### src/rtl/post_hash_pe_batch_scheduler.sv
// Batches per-PE hash results that fall in the current window for the reorder crossbar.
// Optional POST_HASH_SCHED_STAT_EN adds batch and stall counters.
module post_hash_pe_batch_scheduler #(
    parameter int NUM_PE  = 4,
    parameter int ISSUE_W = 16,
    parameter int ADDR_W  = 16,
    parameter int META_W  = 4
) (
    input  logic                        clk,
    input  logic                        rst_n,
    input  logic [NUM_PE-1:0]           pe_valid,
    input  logic [NUM_PE*ADDR_W-1:0]    pe_addr,
    input  logic [NUM_PE-1:0]           pe_history_valid,
    input  logic [NUM_PE*ADDR_W-1:0]    pe_history_addr,
    input  logic [NUM_PE*META_W-1:0]    pe_meta_match_len,
    input  logic [NUM_PE-1:0]           pe_meta_match_can_ext,
    input  logic [NUM_PE-1:0]           pe_delim,
    output logic [NUM_PE-1:0]           pe_ready,
    input  logic                        win_valid,
    input  logic [ADDR_W-1:0]           win_head_addr,
    input  logic [ISSUE_W*8-1:0]        win_data,
    output logic                        win_ready,
    output logic                        output_valid,
    output logic [NUM_PE-1:0]           output_mask,
    output logic [NUM_PE*ADDR_W-1:0]    output_addr,
    output logic [NUM_PE-1:0]           output_history_valid,
    output logic [NUM_PE*ADDR_W-1:0]    output_history_addr,
    output logic [NUM_PE*META_W-1:0]    output_meta_match_len,
    output logic [NUM_PE-1:0]           output_meta_match_can_ext,
    output logic [NUM_PE-1:0]           output_delim,
    output logic [ISSUE_W*8-1:0]        output_data,
    input  logic                        output_ready,
    output logic                        err_stale,
    output logic [31:0]                 stat_batch_cnt,
    output logic [31:0]                 stat_stall_cnt
);

    localparam int WB = $clog2(ISSUE_W);
    localparam int WW = ADDR_W - WB;
    localparam int CW = $clog2(ISSUE_W + NUM_PE + 1);

    typedef enum logic {IDLE, ISSUE} state_t;

    state_t              state;
    logic [WW-1:0]       cur_win;
    logic [WB:0]         pos_cnt;
    logic [ISSUE_W*8-1:0] data_q;

    logic [NUM_PE-1:0]   sel;
    logic [NUM_PE-1:0]   stale;
    logic [CW-1:0]       sel_cnt;
    logic [CW-1:0]       cnt_sum;
    logic                issuing;
    logic                load;
    logic                close;
    logic                over;
    logic                unused_bits;

    assign unused_bits = ^{win_head_addr[WB-1:0], pe_addr};

    always_comb begin
        sel     = '0;
        stale   = '0;
        sel_cnt = '0;
        for (int i = 0; i < NUM_PE; i++) begin
            if (pe_valid[i] && pe_addr[i*ADDR_W+WB +: WW] == cur_win)
                sel[i] = 1'b1;
            if (pe_valid[i] && pe_addr[i*ADDR_W+WB +: WW] < cur_win)
                stale[i] = 1'b1;
            sel_cnt = sel_cnt + CW'(sel[i]);
        end
    end

    assign issuing = (state == ISSUE);
    assign load    = issuing && (!output_valid || output_ready) && |sel;
    assign cnt_sum = CW'(pos_cnt) + sel_cnt;
    // overflow also closes the window; it is flagged as a protocol error
    assign close   = load && (cnt_sum >= CW'(ISSUE_W) || |(sel & pe_delim));
    assign over    = load && (cnt_sum > CW'(ISSUE_W));

    assign pe_ready  = load ? sel : '0;
    assign win_ready = close;

    always_ff @(posedge clk or negedge rst_n) begin
        if (!rst_n) begin
            state                     <= IDLE;
            cur_win                   <= '0;
            pos_cnt                   <= '0;
            data_q                    <= '0;
            output_valid              <= 1'b0;
            output_mask               <= '0;
            output_addr               <= '0;
            output_history_valid      <= '0;
            output_history_addr       <= '0;
            output_meta_match_len     <= '0;
            output_meta_match_can_ext <= '0;
            output_delim              <= '0;
            output_data               <= '0;
            err_stale                 <= 1'b0;
        end else begin
            unique case (state)
                IDLE: begin
                    if (win_valid) begin
                        cur_win <= win_head_addr[ADDR_W-1:WB];
                        data_q  <= win_data;
                        pos_cnt <= '0;
                        state   <= ISSUE;
                    end
                end
                ISSUE: begin
                    if (load)
                        pos_cnt <= cnt_sum[WB:0];
                    if (close)
                        state <= IDLE;
                end
                default: state <= IDLE;
            endcase

            if (load) begin
                output_valid              <= 1'b1;
                output_mask               <= sel;
                output_addr               <= pe_addr;
                output_history_valid      <= pe_history_valid;
                output_history_addr       <= pe_history_addr;
                output_meta_match_len     <= pe_meta_match_len;
                output_meta_match_can_ext <= pe_meta_match_can_ext;
                output_delim              <= pe_delim;
                output_data               <= data_q;
            end else if (output_ready) begin
                output_valid <= 1'b0;
            end

            if ((issuing && |stale) || over)
                err_stale <= 1'b1;
        end
    end

`ifdef POST_HASH_SCHED_STAT_EN
    logic [31:0] batch_q;
    logic [31:0] stall_q;

    always_ff @(posedge clk or negedge rst_n) begin
        if (!rst_n) begin
            batch_q <= '0;
            stall_q <= '0;
        end else begin
            if (load)
                batch_q <= batch_q + 32'd1;
            if (output_valid && !output_ready)
                stall_q <= stall_q + 32'd1;
        end
    end

    assign stat_batch_cnt = batch_q;
    assign stat_stall_cnt = stall_q;
`else
    assign stat_batch_cnt = '0;
    assign stat_stall_cnt = '0;
`endif

endmodule

### config.mk
export PLATFORM = sky130hd
export DESIGN_NAME = post_hash_pe_batch_scheduler
export DESIGN_NICKNAME = d
export VERILOG_FILES = /design/src/rtl/post_hash_pe_batch_scheduler.sv
export SDC_FILE = /design/constraint.sdc
export NUM_CORES = 1
export LEC_CHECK = 0
export CORE_AREA = 4 4 258 260
export DETAILED_ROUTE_END_ITERATION = 8
export DIE_AREA = 0 0 262 264
export PLACE_DENSITY = 0.66
export SLEW_MARGIN = 40
export SYNTH_ARGS = -nofsm -noshare
export SYNTH_HDL_FRONTEND = slang
export SYNTH_SLANG_ARGS = --single-unit
### constraint.sdc
create_clock -name clk -period 8.1 [get_ports clk]
set_input_delay 0.81 -clock clk [delete_from_list [all_inputs] [get_ports clk]]
set_output_delay 0.81 -clock clk [all_outputs]
set_load 0.005 [all_outputs]
Yosys cells after proc, flatten, opt, wreduce, memory -nomap -nowiden:

Index checks and enable logic that the tools add are counted.

* register bits after elaboration: 436
* input bits: 308
* output and inout bits: 359
* word-level logic and storage cells: 72

* add/subtract/negate cells: 4
* $lt $le $gt $ge: 6
* equal/unequal tests: 6
* mux-type cells: 17
* bitwise operators: 2
* reductions and logical operators: 23

Operators with widths (count)
* $eq 12x12->1: 4
* $lt 12x12->1: 4
* $logic_and 1x1->1: 13
* $mux 1: 12
* $reduce_or 4->1: 3
* $mux 5: 2
* $pmux 5 s2: 1
* $add 5x4->5: 1
* $ge 5x5->1 const B: 1
* $gt 5x5->1 const B: 1
* $add 3x1->4: 1
* $and 4x4->4: 1
* $mux 4: 1
* $reduce_and 2->1: 2
* $add 2x1->3: 1
* $logic_or 1x1->1: 3
* $add 1x1->2: 1
* $ne 2x1->1 const B: 1
* $ne 2x2->1 const B: 1
* $pmux 1 s2: 1
* $reduce_bool 2->1: 1
* $logic_not 1->1: 1
* $not 1->1: 1

Longest topological paths before layout:

Gate-level depths: netlist of run 1.

* depth after elaboration: 12
* gate-level depth with buffers: 13
* depth with buffers taken out: 13

Worst setup path after synthesis of run 1:

OpenSTA, ideal clock, no wires.

* path type: in2out
* from: input pe_addr[14]
* to: output win_ready
* arrival time: 3.326 ns
* required time: 7.290 ns
* setup slack: 3.964 ns
* stages on the path: 10
* path buffers: 0
* cells stage by stage: ha_1 nand4_1 nor4_4 xor2_1 ha_1 fa_1 fa_1 nand3_1 xor2_1 a31oi_1

* word-level cells in the longest chain between the ends: 10
* elaborated cells on any way between the ends: 14
* those cells by class: add/sub: 4; order compare: 1; eq/ne: 1; mux: 1; bitwise: 1; reduce/logical: 6

RTL lines
* start, declared: line 12 `input logic [NUM_PE*ADDR_W-1:0] pe_addr,`
* $eq 12x12->1 *: line 66 `if (pe_valid[i] && pe_addr[i*ADDR_W+WB +: WW] == cur_win)`
* $logic_and 1x1->1 *: line 66
* $mux 1 *: line 66
* $add 1x1->2: line 70 `sel_cnt = sel_cnt + CW'(sel[i]);`
* $add 2x1->3: line 70
* $add 3x1->4: line 70
* $add 5x4->5: line 76 `assign cnt_sum = CW'(pos_cnt) + sel_cnt;`
* $ge 5x5->1: line 78 `assign close = load && (cnt_sum >= CW'(ISSUE_W) || |(sel & pe_delim));`
* $logic_or 1x1->1: line 78
* $logic_and 1x1->1 *: line 78
* end, declared: line 22 `output logic win_ready,`

Every way passes the cells marked *; elsewhere a longest branch is shown, timed or not.

Worst setup path after layout of run 1:

* from: input pe_addr[13]
* to: output win_ready

Same word-level chain as after synthesis.

==> flow_summary_export.csv, run 1 <==
group,metric,value,unit
run_status,status,"finished, final reports clean",
floorplanning,io_pins,667,
drt,viasPerCell,4.331,
worst_setup_path,critical_path.max_fanout,5,
timing,hold_violations,0,
timing,slew_headroom,0.4714,
pwr,ir_drop,139.6,uV
synth,ys_warn_count,0,
grt,grt_start_max_net_pins,157,
clock_network,numCtsBuffers,49,
grt,first_global_vias,13900,
worst_setup_path,path_cells,"clkdlybuf4s50_1, ha_1, nand4_1, nor4_4, xor2_1, ha_1, fa_1, fa_1, nand3_1, xor2_1, a31oi_1, clkdlybuf4s50_1",
clock_network,clock_path_buffers,3,
worst_setup_path,crit_required,7.29,ns
drt,wirelength,54020,um
synth,ys_seq_area_frac,0.6048,
floorplanning,die_w,262,um
clock_network,post_cts_buffers,0,
layout,drive_gt1_frac,0.06882,
clock_network,cts.hold.buffers_added,0,
timing,setup_viol,0,
grt,grtUsageTotal,0.1507,
timing,min_period,5.593,ns
timing,clock.fmax,178.8,MHz
drt,wl_per_cell,18.40,um
timing,slew_viol_final,0,
timing,rsz0062_at_grt,"no",
synth,ys_ff_latch,436,
synth,synth_most_common_cell,"dfrtp_1",
drt,drcViolationCount,0,
synth,synth_area,18040,sq um
synth,synth_edf_count,0,
drt,vias,12720,
drt,firstDrtPassIters,5,
floorplanning,initial_core_util,0.2814,
timing,finalClockSkew,0.01962,ns
pwr,powerDensity,197.9,nW/um^2
hold_path,min_path_type,"input port to async pin",
placed_design,place_hpwl,39400,um
clock_network,cts_resized,0,
clock_network,cts_root_buf,"clkbuf_16",
floorplanning,fp.dieH,264,um
synth,synth_flop_cell,"dfrtp_1",
worst_setup_path,cpMaxStageDelayCell,"clkdlybuf4s50_1",
flow_run,maxCapViolations,0,
timing,fin_setup_tns,0,ns
worst_setup_path,crit_family,"adder cells",
worst_setup_path,worstSetupPathType,"input port to primary output",
placed_design,gp_congestion,0.8283,
clock_network,insertion_delay,0.57,ns
worst_setup_path,cp_num_buf_inv,2,
clock_network,cts_tree,"done",
layout,area_delta_synth_final,45.65,%
worst_setup_path,crit_path_start_kind,"input port",
floorplanning,rows,93,
grt,grt_pass1_wl,82030,um
synth,synth_area_leaders,"dfrtp_1 60%, mux2_1 14%, nand2_1 8.6%",
clock_network,cts.htree.levels,2,
drt,route.antenna.remaining_nets,0,
pwr,power,0.005201,W
floorplanning,core,64120,sq um
worst_setup_path,endpoint_kind,"primary output",
floorplanning,dieArea,69170,sq um
synth,synthCells,1447,
synth,synthTopCellsByCount,"436 x dfrtp_1, 412 x nand2_1, 226 x mux2_1, 65 x buf_4, 54 x mux2_2",
worst_setup_path,slowest_delay,0.67,ns
placed_design,portBuffers,598,
synth,synth_area_per_cell,12.47,sq um
synth,netlist-cell-type-count,37,
layout,num-nets-final,2402,
clock_network,clkSinkCount,436,
synth,synth_top_area_frac,0.6048,
grt,grt.overflow.total,0,
pwr,p_leak,12.97,nW
clock_network,clk_pin_slew_worst_paths,0.06,ns
timing,fin_crit_sh,0.6905,
worst_setup_path,cp.arrival,4.78,ns
timing,tightest_slew,0.7930,ns
synth,ys_async_sr_fraction,1.000,
grt,antenna_found_initial,6,
synth,post-synth-top-area-cell,"dfrtp_1",
drt,drtIter0Drc,461,
registers in the layout (all words and copies together), names as in the netlist:
signal                     cells
output_meta_match_can_ext      4
output_valid                   1
output_delim                   4
output_meta_match_len         16
data_q                       128
output_mask                    4
output_history_addr           64
output_addr                   64
output_data                  128
pos_cnt                        5
err_stale                      1
cur_win                       12
issuing                        1
output_history_valid           4
through the flow:
step | worst slack (ns) | utilization | cell area (sq um) | instances | hold WS, ns
6_report | 2.507 | 0.4098 | 26280 | 2936 | 0.1107
5_1_grt | 2.175 | 0.4098 | 26270 | 2935 | 0.09353
4_1_cts | 2.431 | 0.4085 | 26190 | 2930 | 0.3135
3_5_place_dp | 2.461 | 0.3836 | 24600 | 2843 | 0.4551
3_3_place_gp | 2.552 | 0.3826 | 24530 | 2841 | 0.4496
2_1_floorplan | 3.964 | - | 18280 | 1510 | 0.4385
final timing paths:
path	slack (ns)	to	startpoint	depth (start not counted)
hold reg to reg	0.46	data_q[91]$_DFFE_PN0P_	data_q[91]$_DFFE_PN0P_	2
min in group clk	0.46	data_q[91]$_DFFE_PN0P_	data_q[91]$_DFFE_PN0P_	2
max in group asynchronous	6.39	output_history_addr[6]$_DFFE_PN0P_	rst_n	4
setup reg to reg	4.15	output_data[2]$_DFFE_PN0P_	cur_win[10]$_DFFE_PN0P_	9
setup / recovery	2.51	win_ready	pe_addr[13]	12
hold / removal	0.11	output_meta_match_can_ext[2]$_DFFE_PN0P_	rst_n	1
power by group:
| part | internal (W) | total, W | switching (W) |
|---|---|---|---|
| logic | 0.000345 | 0.000593 | 0.000248 |
| registers | 0.00232 | 0.00240 | 0.0000711 |
| clock network | 0.00134 | 0.00221 | 0.000877 |
placed cells by master, fill, tap and decap left out, drive strengths merged, types with 5 or more instances in the layout:
master and instances:
clkdlybuf4s50 597, dfrtp 436, nand2 412, mux2 280
clkbuf 76, conb 64, ha 50, o21ai 19
inv 19, nand3 18, a21oi 17, buf 14
a21o 9, nand4 9, nand2b 6, nor2b 6
clkinv 6, a211oi 5
final cells by class:
type,count,area [sq um]
inverter,18,67.56
clock inverter,11,166.4
clock buffer,76,1430
tap,855,1070
timing repair buffer,611,6230
fill,6088,37840
antenna,3,7.507
multi-input combinational,926,6394
sequential,436,10910
layer usage:
metal	track usage	vias to the layer above	part of all wire
met5	0	-	0.00022
met4	0.05426	2	0.034
met3	0.04784	115	0.082
met2	0.2668	441	0.50
met1	0.1700	6267	0.38
li1	-	5890	-
cell families (layout without fill, tap and decap cells):
group | Yosys count | count (layout) | synth area share
buffers and inverters | 148 | 716 | 0.05514
flip-flops | 436 | 436 | 0.6048
adder cells (fa/ha/maj) | 52 | 52 | 0.03690
multiplexers | 280 | 280 | 0.1748
AO/OA/AOI/OAI | 63 | 63 | 0.02219
AND/OR/NAND/NOR | 463 | 463 | 0.1040
XOR/XNOR | 4 | 4 | 0.001942
other | 1 | 67 | 0.0002079
(Power assumes the default switching activity.)
==> run 2, diff against run 1 <==
--- a/config.mk
+++ b/config.mk
@@ -5,10 +5,10 @@
 export SDC_FILE = /design/constraint.sdc
 export NUM_CORES = 1
 export LEC_CHECK = 0
-export CORE_AREA = 4 4 258 260
+export CORE_AREA = 4 4 259 261
 export DETAILED_ROUTE_END_ITERATION = 8
-export DIE_AREA = 0 0 262 264
-export PLACE_DENSITY = 0.66
+export DIE_AREA = 0 0 263 265
+export PLACE_DENSITY = 0.68
 export SLEW_MARGIN = 40
 export SYNTH_ARGS = -nofsm -noshare
 export SYNTH_HDL_FRONTEND = slang
==> constraint.sdc (replaced) <==
create_clock -name clk -period 5 [get_ports clk]
set_input_delay 0.5 -clock clk [delete_from_list [all_inputs] [get_ports clk]]
set_output_delay 0.5 -clock clk [all_outputs]
set_load 0.005 [all_outputs]
==> flow_summary_export.csv, run 2 (synthesis results as in run 1) <==
group,metric,value,unit
run_status,status,"finished, final reports clean",
floorplanning,initial_core_util,0.2798,
timing,tightest_slew,0.8862,ns
drt,drcViolationCount,0,
timing,slew_headroom,0.4092,
clock_network,numCtsBuffers,50,
grt,first_global_vias,14080,
hold_path,min_path_type,"input port to flip-flop",
layout,final_util,0.4116,
grt,grtUsageTotal,0.1485,
layout,area_delta_synth_final,47.07,%
timing,hold_violations,0,
drt,viasPerCell,4.389,
worst_setup_path,critical_path.max_fanout,5,
drt,wirelength,54000,um
layout,fill_cells,6037,
drt,vias,12960,
pwr,ir_drop,265.8,uV
layout,final_cell_mix,"596 x clkdlybuf4s50_1, 436 x dfrtp_1, 412 x nand2_1, 226 x mux2_1, 64 x conb_1",
pwr,powerDensity,327.5,nW/um^2
worst_setup_path,crit_required,4.50,ns
floorplanning,fp.dieH,265,um
timing,fin_setup_tns,0,ns
layout,layout_commonest_cell,"clkdlybuf4s50_1",
layout,drive_gt1_frac,0.07883,
worst_setup_path,endpoint_kind,"primary output",
drt,firstDrtPassIters,5,
placed_design,dp_cells,2853,
pwr,pwr-share-clk,0.442,
pwr,power.net_switching,0.001993,W
layout,final_design_area_no_fill,26530,sq um
floorplanning,rows,93,
layout,finalNonFillerCells,2952,
clock_network,cts_root_buf,"clkbuf_16",
pwr,p_comb_frac,0.111,
floorplanning,dieArea,69700,sq um
timing,slew_viol_final,0,
worst_setup_path,crit_path_start_kind,"flip-flop",
pwr,power_frac_seq,0.447,
flow_run,maxCapViolations,0,
grt,grt.overflow.total,0,
grt,antenna_found_initial,6,
worst_setup_path,worstSetupPathType,"flip-flop to primary output",
placed_design,gp_congestion,0.8168,
floorplanning,die_w,263,um
timing,setup_viol,0,
grt,grt_pass1_wl,83300,um
drt,wl_per_cell,18.29,um
clock_network,clk_pin_slew_worst_paths,0.06,ns
clock_network,clkSinkCount,436,
layout,largestRegisters,"data_q x128, output_data x128",
clock_network,clock_path_buffers,3,
placed_design,portBuffers,598,
floorplanning,core,64460,sq um
timing,fin_crit_sh,0.8970,
timing,min_period,4.485,ns
pwr,p_sw_frac,0.2294,
clock_network,post_cts_buffers,0,
floorplanning,io_pins,667,
placed_design,place_hpwl,40010,um
clock_network,cts.htree.levels,2,
grt,grt_start_max_net_pins,140,
pwr,intPower,0.006696,W
layout,num-nets-final,2413,
clock_network,insertion_delay,0.58,ns
pwr,p_leak,13.13,nW
timing,rsz0062_at_grt,"no",
timing,clock.fmax,223.0,MHz
clock_network,cts_tree,"done",
drt,drtIter0Drc,438,
worst_setup_path,cp.arrival,3.98,ns
drt,route.antenna.remaining_nets,0,
placed_design,place_area,24680,sq um
timing,finalClockSkew,0.02728,ns
==> run 2: worst max-delay path, cell delays in order, from the launching register on <==
cell	delay [ns]
dfrtp_1	0.32
inv_1	0.17
ha_1	0.36
nand4_1	0.17
nor4_4	0.38
xor2_1	0.18
ha_1	0.26
fa_1	0.42
fa_1	0.43
nand3_1	0.14
xor2_2	0.20
a31oi_2	0.14
dlymetal6s2s_1	0.22
==> run 2: final cells by class <==
type | instances | area (sq um) | share of cell area
Clock buffer | 76 | 1490 | 0.05617
Antenna cell | 4 | 10.01 | 0.0003773
Tap cell | 855 | 1070 | 0.04032
Timing Repair Buffer | 621 | 6309 | 0.2378
Clock inverter | 16 | 259.0 | 0.009762
Sequential cell | 436 | 10910 | 0.4112
Inverter | 18 | 67.56 | 0.002547
Multi-Input combinational cell | 926 | 6416 | 0.2418
==> run 2: worst paths after layout <==
path | startpoint | end | slack [ns] | cells past startpoint
worst min-delay path | win_data[76] | data_q[76]$_DFFE_PN0P_ | 0.45 | 3
worst max-delay path | cur_win[6]$_DFFE_PN0P_ | win_ready | 0.52 | 12
worst max register to register | cur_win[6]$_DFFE_PN0P_ | output_data[63]$_DFFE_PN0P_ | 1.45 | 10
worst min register to register | data_q[99]$_DFFE_PN0P_ | data_q[99]$_DFFE_PN0P_ | 0.47 | 2
min in group asynchronous | rst_n | output_addr[45]$_DFFE_PN0P_ | 0.52 | 2
max in group asynchronous | rst_n | data_q[32]$_DFFE_PN0P_ | 3.19 | 4
==> run 2: power by group through the flow <==
stage	combinational [W]	clock [W]	sequential, W
after floorplan	0.000342	0	0.00393
after global placement	0.000941	0	0.00393
after detailed placement	0.000965	0	0.00395
after CTS	0.000977	0.00396	0.00389
after global routing	0.00107	0.00411	0.00391
final	0.000966	0.00384	0.00389
==> run 2: metal layers <==
| layer | vias to the layer above | part of all wire | track usage |
|---|---|---|---|
| li1 | 5903 | - | - |
| met1 | 6540 | 0.39 | 0.1740 |
| met2 | 414 | 0.51 | 0.2673 |
| met3 | 96 | 0.064 | 0.03982 |
| met4 | 4 | 0.026 | 0.04421 |
| met5 | - | 0.00050 | 0 |
==> run 2: what timing repair did <==
| item | CTS | global route |
|---|---|---|
| hold buffers | 1 | 0 |
| gates cloned | 0 | 0 |
| pin swaps | 1 | 2 |
| resized for setup | 2 | 2 |
| hold endpoints to repair | 77 | 0 |
| setup endpoints to repair | 1 | 1 |
==> run 2: per-stage QoR <==
stage	power, W	hold WS (ns)	worst slack [ns]
floorplan	0.004269	0.2044	1.484
global placement	0.004874	0.4496	0.1176
detailed placement	0.004916	0.4553	0.07128
CTS	0.008822	0.3990	0.03537
global route	0.009094	0.4095	0.3177
finish	0.008688	0.4548	0.5150
==> patch: new RTL, settings of run 2 <==
Set the parameter `ISSUE_W` to 8 (it was 16).
--- a/src/rtl/post_hash_pe_batch_scheduler.sv
+++ b/src/rtl/post_hash_pe_batch_scheduler.sv
@@ -3,5 +3,5 @@
 module post_hash_pe_batch_scheduler #(
     parameter int NUM_PE  = 4,
-    parameter int ISSUE_W = 16,
+    parameter int ISSUE_W = 8,
     parameter int ADDR_W  = 16,
     parameter int META_W  = 4
Interface: changed (resized output_data and win_data); port bits go from 667 to 539. The function was not compared with the original's and may differ.
==> patch against run 2 <==
Wire length shrank 13%. Die area is the same. Largest cell class unchanged. Maximum frequency shrank 0.95%. Utilization shrank 9.8 points. Design area shrank 24%. Critical endpoint unchanged. Synthesized area shrank 26%. Power shrank 30%. Sequential cell count shrank 128. Final cell count shrank 3.2%. Setup slack lost 0.043 ns.
==> patch: results (changes against run 2) <==
metric,value,unit,change
# H-tree levels,2,,unchanged
# fillers,6649,,+10%
port buffer count,471,,-21%
Hold Path Class,reg2reg,,
multi-input gates,1109,,+20%
Post-DP Area,0.0189,sq mm,-23%
Final Wtd Congestion,0.792,,-3.1%
Post-Place Worst Slack,0.576,ns,+0.505 ns
initial drt markers,610,,+39%
clock buf count,60,,-21%
inverter count,19,,+1
placed cells,2786,,-2.3%
status,"complete, no violations",,
design area,0.0202,sq mm,-24%
power share of the combinational group,0.114,,+0.003
adder-cell share of the synthesized area,0.0540,,+0.0171
Avg WL per Cell,16.5,um,-9.9%
compound-cell area share of the yosys netlist,0.0298,,+0.00762
TritonCTS buffer count,38,,-24%
average via count per standard cell,3.92,,-11%
Post-CTS Resized,0,,-2
Netlist cell types,32,,-14%
final layout net count,2273,,-5.8%
multiplexer share of the synthesized area,0.000748,,-0.174
DR pass1 iterations,4,,-1
final setup skew,0.0177,ns,-0.00954 ns
sequential-to-total area share from yosys stat,0.576,,-0.0291
worst vdd ir,0.247,mV,-7.2%
Synth area leaders,"dfrtp_1, nand2_1, ha_1",,
layout cell share with drive strength beyond 1,0.0455,,-0.0334
Post-Syn Area per Cell,8.90,sq um,-29%
crit path max fanout,5,,unchanged
post-DP HPWL,34100,um,-15%
first-pass GRT wire length,70300,um,-16%
worst slew pin tran,0.768,ns,-0.119 ns
buffer share of cell area,0.251,,+0.0130
crit path DAT,4.03,ns,+0.05 ns
Synth Area in XOR/XNOR,0.00131,,-0.000634
largest net degree at the start of global routing,126,,-10%
switching share of power,0.243,,+0.0141
number of global-route vias before repair,11500,,-19%
bufs w/o clock,497,,-20%
net switching power,0.00148,W,-26%
Commonest cells post-synth,"nand2_1, dfrtp_1, buf_4",,
crit-path max cell delay,0.63,ns,+0.20 ns
fin util,0.313,,-0.0984
initial antenna violation count,5,,-1
Synth Register Bits,308,,-29%
register area,0.00771,sq mm,-29%
clock network area share,0.0607,,-0.00519
"Slowest-stage cell, CP",nor4_4,,
ANT cells,1,,-3
==> patch: changes by cell type in the layout (fill, tap and decap cells not counted), moves of 12 or more <==
cell                    run 2  this run
clkbuf_16                  51        39
clkdlybuf4s50_1           596       469
mux2_2                     54         0
dfrtp_1                   436       308
nand2_1                   412       870
mux2_1                    226         0
==> patch: metal layers <==
layer	vias up	wire (um)	part of all wire	GRT usage
met1	5224	19500	0.41	0.157
met5	-	21	0.00045	0
met2	402	22000	0.47	0.215
met3	76	4280	0.091	0.0485
met4	4	1310	0.028	0.0396
li1	5494	-	-	-
==> patch: path summary, 6_finish.rpt <==
path | start | to | slack, ns | cells after the start
max in group asynchronous | rst_n | data_q[44] | 3.24 | 4
hold reg to reg | data_q[23] | output_data[23] | 0.46 | 2
hold / removal | data_q[23] | output_data[23] | 0.46 | 2
setup / recovery | cur_win[10] | win_ready | 0.47 | 11
setup reg to reg | cur_win[10] | err_stale | 1.30 | 11
min in group asynchronous | rst_n | output_history_valid[0] | 0.48 | 2
